==> config.mk <==
export PLATFORM = sky130hd
export DESIGN_NAME = syn_div_counter
export DESIGN_NICKNAME = d
export VERILOG_FILES = /design/src/rtl/syn_div_counter_pkg.sv /design/src/rtl/syn_div_counter.sv
export SDC_FILE = /design/constraint.sdc
export NUM_CORES = 1
export LEC_CHECK = 0
export ABC_AREA = 1
export CAP_MARGIN = 25
export CORE_AREA = 4 4 47 66
export DETAILED_ROUTE_END_ITERATION = 7
export DIE_AREA = 0 0 51 70
export GPL_TIMING_DRIVEN = 0
export HOLD_SLACK_MARGIN = 0.1
export PLACE_DENSITY_LB_ADDON = 0.1
export SETUP_SLACK_MARGIN = 0.05
export SYNTH_ARGS = -nofsm -noshare
export SYNTH_HDL_FRONTEND = slang
export SYNTH_SLANG_ARGS = --single-unit
==> constraint.sdc <==
create_clock -name CLK -period 1.6 [get_ports CLK]
set_input_delay 0.16 -clock CLK [delete_from_list [all_inputs] [get_ports CLK]]
set_output_delay 0.16 -clock CLK [all_outputs]
set_load 0.02 [all_outputs]
==> src/rtl/syn_div_counter_pkg.sv <==
// Shared constants for the timing-chain counters.
// Latency: n/a (package only).
// Backpressure: n/a (package only).
//
// Contents:
//   MODE_WRAP / MODE_RELOAD : counter mode selectors for the AUTO_RELOAD parameter
//   WIDTH_MIN / WIDTH_MAX   : legal counter width range
//   width_ok()              : elaboration-time width check helper
package syn_div_counter_pkg;

  localparam bit MODE_WRAP   = 1'b0;
  localparam bit MODE_RELOAD = 1'b1;

  localparam int WIDTH_MIN = 1;
  localparam int WIDTH_MAX = 16;

  function automatic bit width_ok(input int w);
    return (w >= WIDTH_MIN) && (w <= WIDTH_MAX);
  endfunction

endpackage

==> src/rtl/syn_div_counter.sv <==
// Programmable divide-by-N / cascadable up-down counter stage with reload register.
// Latency: Q, QB, TCP update one CLK edge after inputs; CO is combinational (zero cycles).
// Backpressure: none; CI acts as count enable, CO feeds the next stage's CI in the same cycle.
//
// Ports:
//   CLK    rising-edge clock
//   RESET  synchronous active-high reset (overrides everything, including WR)
//   CLL    synchronous clear, active low
//   CI     count enable / carry-in
//   UP     1 = count up, 0 = count down
//   LD     load Q from D
//   WR     write D into the reload register
//   D      load / reload data
//   Q, QB  count value and its inverse
//   CO     CI & terminal-count (combinational)
//   TCP    registered one-cycle terminal-count pulse
module syn_div_counter
  import syn_div_counter_pkg::*;
#(
  parameter int               WIDTH       = 8,
  parameter bit               AUTO_RELOAD = MODE_RELOAD,
  parameter logic [WIDTH-1:0] RLD_INIT    = '0
) (
  input  logic             CLK,
  input  logic             RESET,
  input  logic             CLL,
  input  logic             CI,
  input  logic             UP,
  input  logic             LD,
  input  logic             WR,
  input  logic [WIDTH-1:0] D,
  output logic [WIDTH-1:0] Q,
  output logic [WIDTH-1:0] QB,
  output logic             CO,
  output logic             TCP
);

  if (!width_ok(WIDTH)) begin : g_bad_width
    $error("syn_div_counter: WIDTH out of range");
  end

  logic [WIDTH-1:0] q_r;
  logic [WIDTH-1:0] rld_r;
  logic             tcp_r;
  logic             tc;

  // Terminal count follows the current direction, so a direction change
  // re-targets TC in the same cycle.
  assign tc = UP ? (q_r == '1) : (q_r == '0);
  assign CO = CI & tc;

  always_ff @(posedge CLK) begin
    if (RESET) begin
      q_r   <= '0;
      rld_r <= RLD_INIT;
      tcp_r <= 1'b0;
    end else begin
      // Reload write is independent of the count path; a reload in this same
      // cycle still sees the old rld_r because of non-blocking update.
      if (WR) begin
        rld_r <= D;
      end

      tcp_r <= CI & tc & CLL & ~LD;

      if (!CLL) begin
        q_r <= '0;
      end else if (LD) begin
        q_r <= D;
      end else if (CI && tc && (AUTO_RELOAD == MODE_RELOAD)) begin
        q_r <= rld_r;
      end else if (CI) begin
        q_r <= UP ? (q_r + WIDTH'(1)) : (q_r - WIDTH'(1));
      end
    end
  end

  // Both outputs come from the one register, so QB never skews against Q.
  assign Q   = q_r;
  assign QB  = ~q_r;
  assign TCP = tcp_r;

endmodule

* Word-level counts from Yosys, hierarchy flattened *
Index checks and enable logic that the tools add are counted.

operators by class
  $add $sub $neg = 2
  equality and inequality tests = 1
  multiplexer cells = 5
  bitwise gates (word level) = 6
  reduce and logical (&&, ||, !) cells = 4

operators with widths
  operator             number
  $mux 8               4
  $add 8x1->8 const B  1
  $eq 8x8->1 const B   1
  $logic_not 8->1      1
  $not 8->8            1
  $sub 8x1->8 const B  1
  $and 1x1->1          3
  $reduce_bool 3->1    1
  $not 1->1            2
  $reduce_or 2->1      1
  $logic_and 1x1->1    1
  $mux 1               1

word-level totals
  flip-flop bits (word level) = 17
  input bits = 15
  output and inout port bits = 18
  word-level logic and storage cells = 21

* Depth between registers and ports, before layout *
  word-level depth = 5
  depth in mapped cells = 10
  mapped depth without buffers = 10

* Least setup slack after synthesis *
OpenSTA, ideal clock, no wires.

  path type = register -> register
  from = reg q_r[3] (netlist: Q[3])
  to = reg q_r[4] (netlist: Q[4])
  setup time = 0.126 ns
  arrival = 1.478 ns
  data required time = 1.474 ns
  slack = -0.004 ns
  stages on the path, launching flop included = 8
  path buffers = 0
  clock period less this slack = 1.604 ns
  cell sequence = dfxtp_1 > ha_1 > or2_2 > nand2_1 > xor2_1 > nand2_1 > nand3_1 > a21oi_1

between the ends
  longest elaborated chain between the ends = 5
  elaborated cells on any way between the ends = 11
  classes of those cells = 2 x add/sub; 1 x eq/ne; 5 x mux; 3 x reduce/logical

ends and longest elaborated chain
  what                                                line                                          source
  start: declaration                                  syn_div_counter.sv:42                         logic [WIDTH-1:0] q_r;
  start signal: assignment                            syn_div_counter.sv:71                         q_r <= rld_r;
  start signal: assignment                            syn_div_counter.sv:73                         q_r <= UP ? (q_r + WIDTH'(1)) : (q_r - WIDTH'(1));
  $sub 8x1->8 (tied with other cells)                 syn_div_counter.sv:73
  $mux 8 / $mux 1 (equally long branches)             syn_div_counter.sv:73, syn_div_counter.sv:49
  $mux 8 / $logic_and 1x1->1 (equally long branches)  syn_div_counter.sv:72, syn_div_counter.sv:70
  $mux 8                                              syn_div_counter.sv:70                         end else if (CI && tc && (AUTO_RELOAD == MODE_RELOAD)) begin
  $mux 8                                              syn_div_counter.sv:68                         end else if (LD) begin

Several ways; a longest one is shown, not always the timed one. The select of a mux whose other input is x is not followed.
A chain may end at the register's enable or synchronous reset.

* Worst setup path in the final report *
  from = reg q_r[5] (netlist: Q[5])
  to = out CO

between the ends
  longest elaborated chain between the ends = 3
  elaborated cells on any way between the ends = 4
  classes of those cells = 1 x eq/ne; 1 x mux; 1 x bitwise; 1 x reduce/logical

ends and longest elaborated chain
  what                                                  line                   source
  $eq 8x8->1 / $logic_not 8->1 (equally long branches)  syn_div_counter.sv:49  assign tc = UP ? (q_r == '1) : (q_r == '0);
  $mux 1 (*)                                            syn_div_counter.sv:49
  $and 1x1->1 (*)                                       syn_div_counter.sv:50  assign CO = CI & tc;
  end: declaration                                      syn_div_counter.sv:34  output logic CO,

Mark *: on every way between the ends. The rest lies on a longest branch, timed or not.

==> impl_metrics.py <==
metrics = {
    "floorplanning": {
        "die_w_um": 51,
        "die_h_um": 70,
        "dieArea_mm2": 0.00357,
        "num_rows": 22,
        "pin_count": 33,
        "core_mm2": 0.00256,
        "initial_core_util_pct": 44.8,
    },
    "timing": {
        "timing.fmax_mhz": 664,
        "worst_hold_slack_ns": 0.225,
        "max-slew-margin-rel_pct": 66.7,
        "rsz0062_at_grt": "true",
        "max_slew.worst_pin.slew_ns": 0.498,
        "post-route-period-util_pct": 94.1,
        "finalWorstSetupSlack_ns": 0.0939,
        "hold_viol": 0,
        "slew_violations": 0,
        "finalSetupViolCount": 0,
        "min_period_ns": 1.51,
        "fin_skew_ns": 0.00309,
    },
    "clock_tree": {
        "cts_root_buffer": "clkbuf_4",
        "cts_tree": "yes",
        "clkSinkCount": 17,
        "path_clk_slew_ns": 0.10,
        "cts_buffer_depth": 2,
        "htree_levels": 1,
        "cts_hold_buf": 0,
        "numCtsBuffers": 3,
        "clock_latency_ns": 0.29,
    },
    "layout": {
        "fill_cells": 255,
        "design_area_mm2": 0.00168,
        "syn2layout_area_growth_pct": 46.6,
        "final_util_pct": 65.6,
        "drive_gt1_share_pct": 17.5,
        "layout_commonest_cell": "nand2_1",
        "final_nets": 234,
        "n_antenna_cell": 0,
        "layout_common_cells": "nand2_1 (36), inv_1 (28), clkdlybuf4s50_1 (27), a21oi_1 (20), nand3_1 (17)",
    },
    "setup_path": {
        "worstSetupStartpointType": "flop",
        "worstPathRequired_ns": 1.44,
        "crit_fanout": 5,
        "cp_slowest_cell": "dfxtp_4",
        "crit_buf_inv": 3,
        "cp_cell_sequence": "inv_1, nor2_1, nand3b_1, nand2_4, nand2_8, inv_4, buf_6",
        "end_kind": "output pin",
        "arrival_ns": 1.35,
        "critical_path_class": "reg2out",
        "critPathTopFamily": "simple AND/OR/NAND/NOR gates",
        "critPathMaxStageDelay_ns": 0.40,
    },
    "worst_hold_path": {
        "min_path_type": "in2reg",
    },
    "drt": {
        "firstDrtPassIters": 4,
        "drc": 0,
        "viasPerCell": 4.93,
        "wl_per_cell_um": 12.1,
        "routed_wl_mm": 3.00,
        "drtAntennaViolNets": 0,
        "via_count": 1217,
        "drt-initial-drc-count": 41,
    },
    "global_route": {
        "track_usage_pct": 18.1,
        "grt_max_degree": 11,
        "antenna_found_initial": 0,
        "grt_pass1_wl_mm": 5.06,
        "grt_pass1_vias": 1183,
        "overflow": 0,
    },
    "place": {
        "gp_congestion": 0.855,
        "dp_hpwl_mm": 2.29,
        "portBuffers": 30,
        "post-place-ws_ns": -0.608,
        "dpl_cell_area_mm2": 0.00149,
    },
    "power": {
        "intPower_uw": 712,
        "vdd_ir_drop_max_uv": 313,
        "p_sw_share_pct": 32.6,
        "power.switching_uw": 345,
        "clockPowerShare_pct": 21.9,
        "fin_total_pwr_mw": 1.06,
        "leakagePower_nw": 0.716,
        "power_density_mw_per_mm2": 629,
        "p_seq_share_pct": 44.0,
        "comb_power_share_pct": 34.1,
    },
    "synth": {
        "yosysWarnings": 0,
        "syn-num-nets": 191,
        "syn-cell-area_mm2": 0.00115,
        "synth.top_cell.area_share_pct": 29.7,
        "syn_inst": 169,
        "yosys-top-cells-area": "dfxtp_1 (30%), nand2_1 (12%), inv_1 (9.8%)",
        "synth.avg_cell_area_um2": 6.78,
        "synth_cell_type_count": 21,
        "yosysSeqAreaShare_pct": 29.7,
        "synth_seq_cells": 17,
        "synth_top_cell_by_area": "dfxtp_1",
    },
    "outcome": {
        "outcome": "complete, no violations",
    },
    "run": {
        "drv_cap": 0,
    },
}
==> tightest hold or removal path, delay by kind of cell <==
kind	cells	cell delay [ns]
buf+inv	1	0.13
simple gates	2	0.14
compound gates	1	0.05
==> synth_stat cells <==
cell type  number
a21oi_1        21
inv_1          30
ha_1            6
fa_1            1
nand3b_1        3
nand2_1        36
dfxtp_1        17
nor3_1          1
clkbuf_1        1
nand2_4         2
a22oi_1         8
o21ai_0         8
buf_4           1
xnor2_1         1
nor2_1          9
nor2_8          1
nand3_1        17
nor3b_1         1
xor2_1          2
or2_2           2
buf_6           1
==> sequential cells by signal, indices dropped and copies added (netlist names) <==
register,cells
rld_r,8
TCP,1
Q,8
==> cell families after synthesis <==
family                     after synthesis  share of synthesized area [%]
xor gates and xnor gates                 3                           2.29
DFF                                     17                           29.7
AOI/OAI and AO/OA                       37                           17.9
adders and majority gates                7                           8.30
and+or+nand+nor                         72                           30.0
buffers and inverters                   33                           11.8
==> what timing repair did <==
item,in CTS,in global routing
pin swaps,1,8
hold endpoints to repair,0,0
buffers inserted,3,5
endpoints found under the setup margin,14,9
resized for setup,20,13
==> cell type report <==
class / count / area (um^2) / area share (%)
multi-input cells: 119 / 741 / 44.1
repair buffers: 38 / 363 / 21.6
well taps: 36 / 45.0 / 2.68
flip-flops and latches: 17 / 368 / 21.9
inverters: 30 / 115 / 6.85
clock buffers: 4 / 26.3 / 1.56
plain buffers: 3 / 22.5 / 1.34
==> final timing paths <==
kind / slack, ns / endpoint / cells past startpoint / from
setup / recovery: 0.09 / CO / 7 / Q[5]
hold / removal: 0.23 / Q[3] / 4 / LD
setup reg to reg: 0.12 / Q[4] / 7 / Q[3]
hold reg to reg: 0.47 / rld_r[6] / 2 / rld_r[6]
==> per-stage QoR <==
| stage | TNS, ns | std cells |
|---|---|---|
| final | 0 | 247 |
| after global routing | -0.00476 | 247 |
| after CTS | 0 | 242 |
| after detailed placement | -3.08 | 235 |
| after global placement | -2.88 | 235 |
| after floorplan | 0 | 169 |
==> power by group through the flow <==
stage / combinational [mW] / clock, mW / sequential, mW
after global placement: 0.310 / 0 / 0.477
after CTS: 0.337 / 0.239 / 0.469
final: 0.361 / 0.231 / 0.466
after detailed placement: 0.315 / 0 / 0.478
after global routing: 0.400 / 0.254 / 0.470
after floorplan: 0.194 / 0 / 0.484
==> layer usage <==
layer	wire length [um]	GRT usage (%)
met4	59	8.68
met3	89	1.07
met1	1230	21.8
met5	0	0
met2	1620	31.4
(Power assumes the default switching activity.)
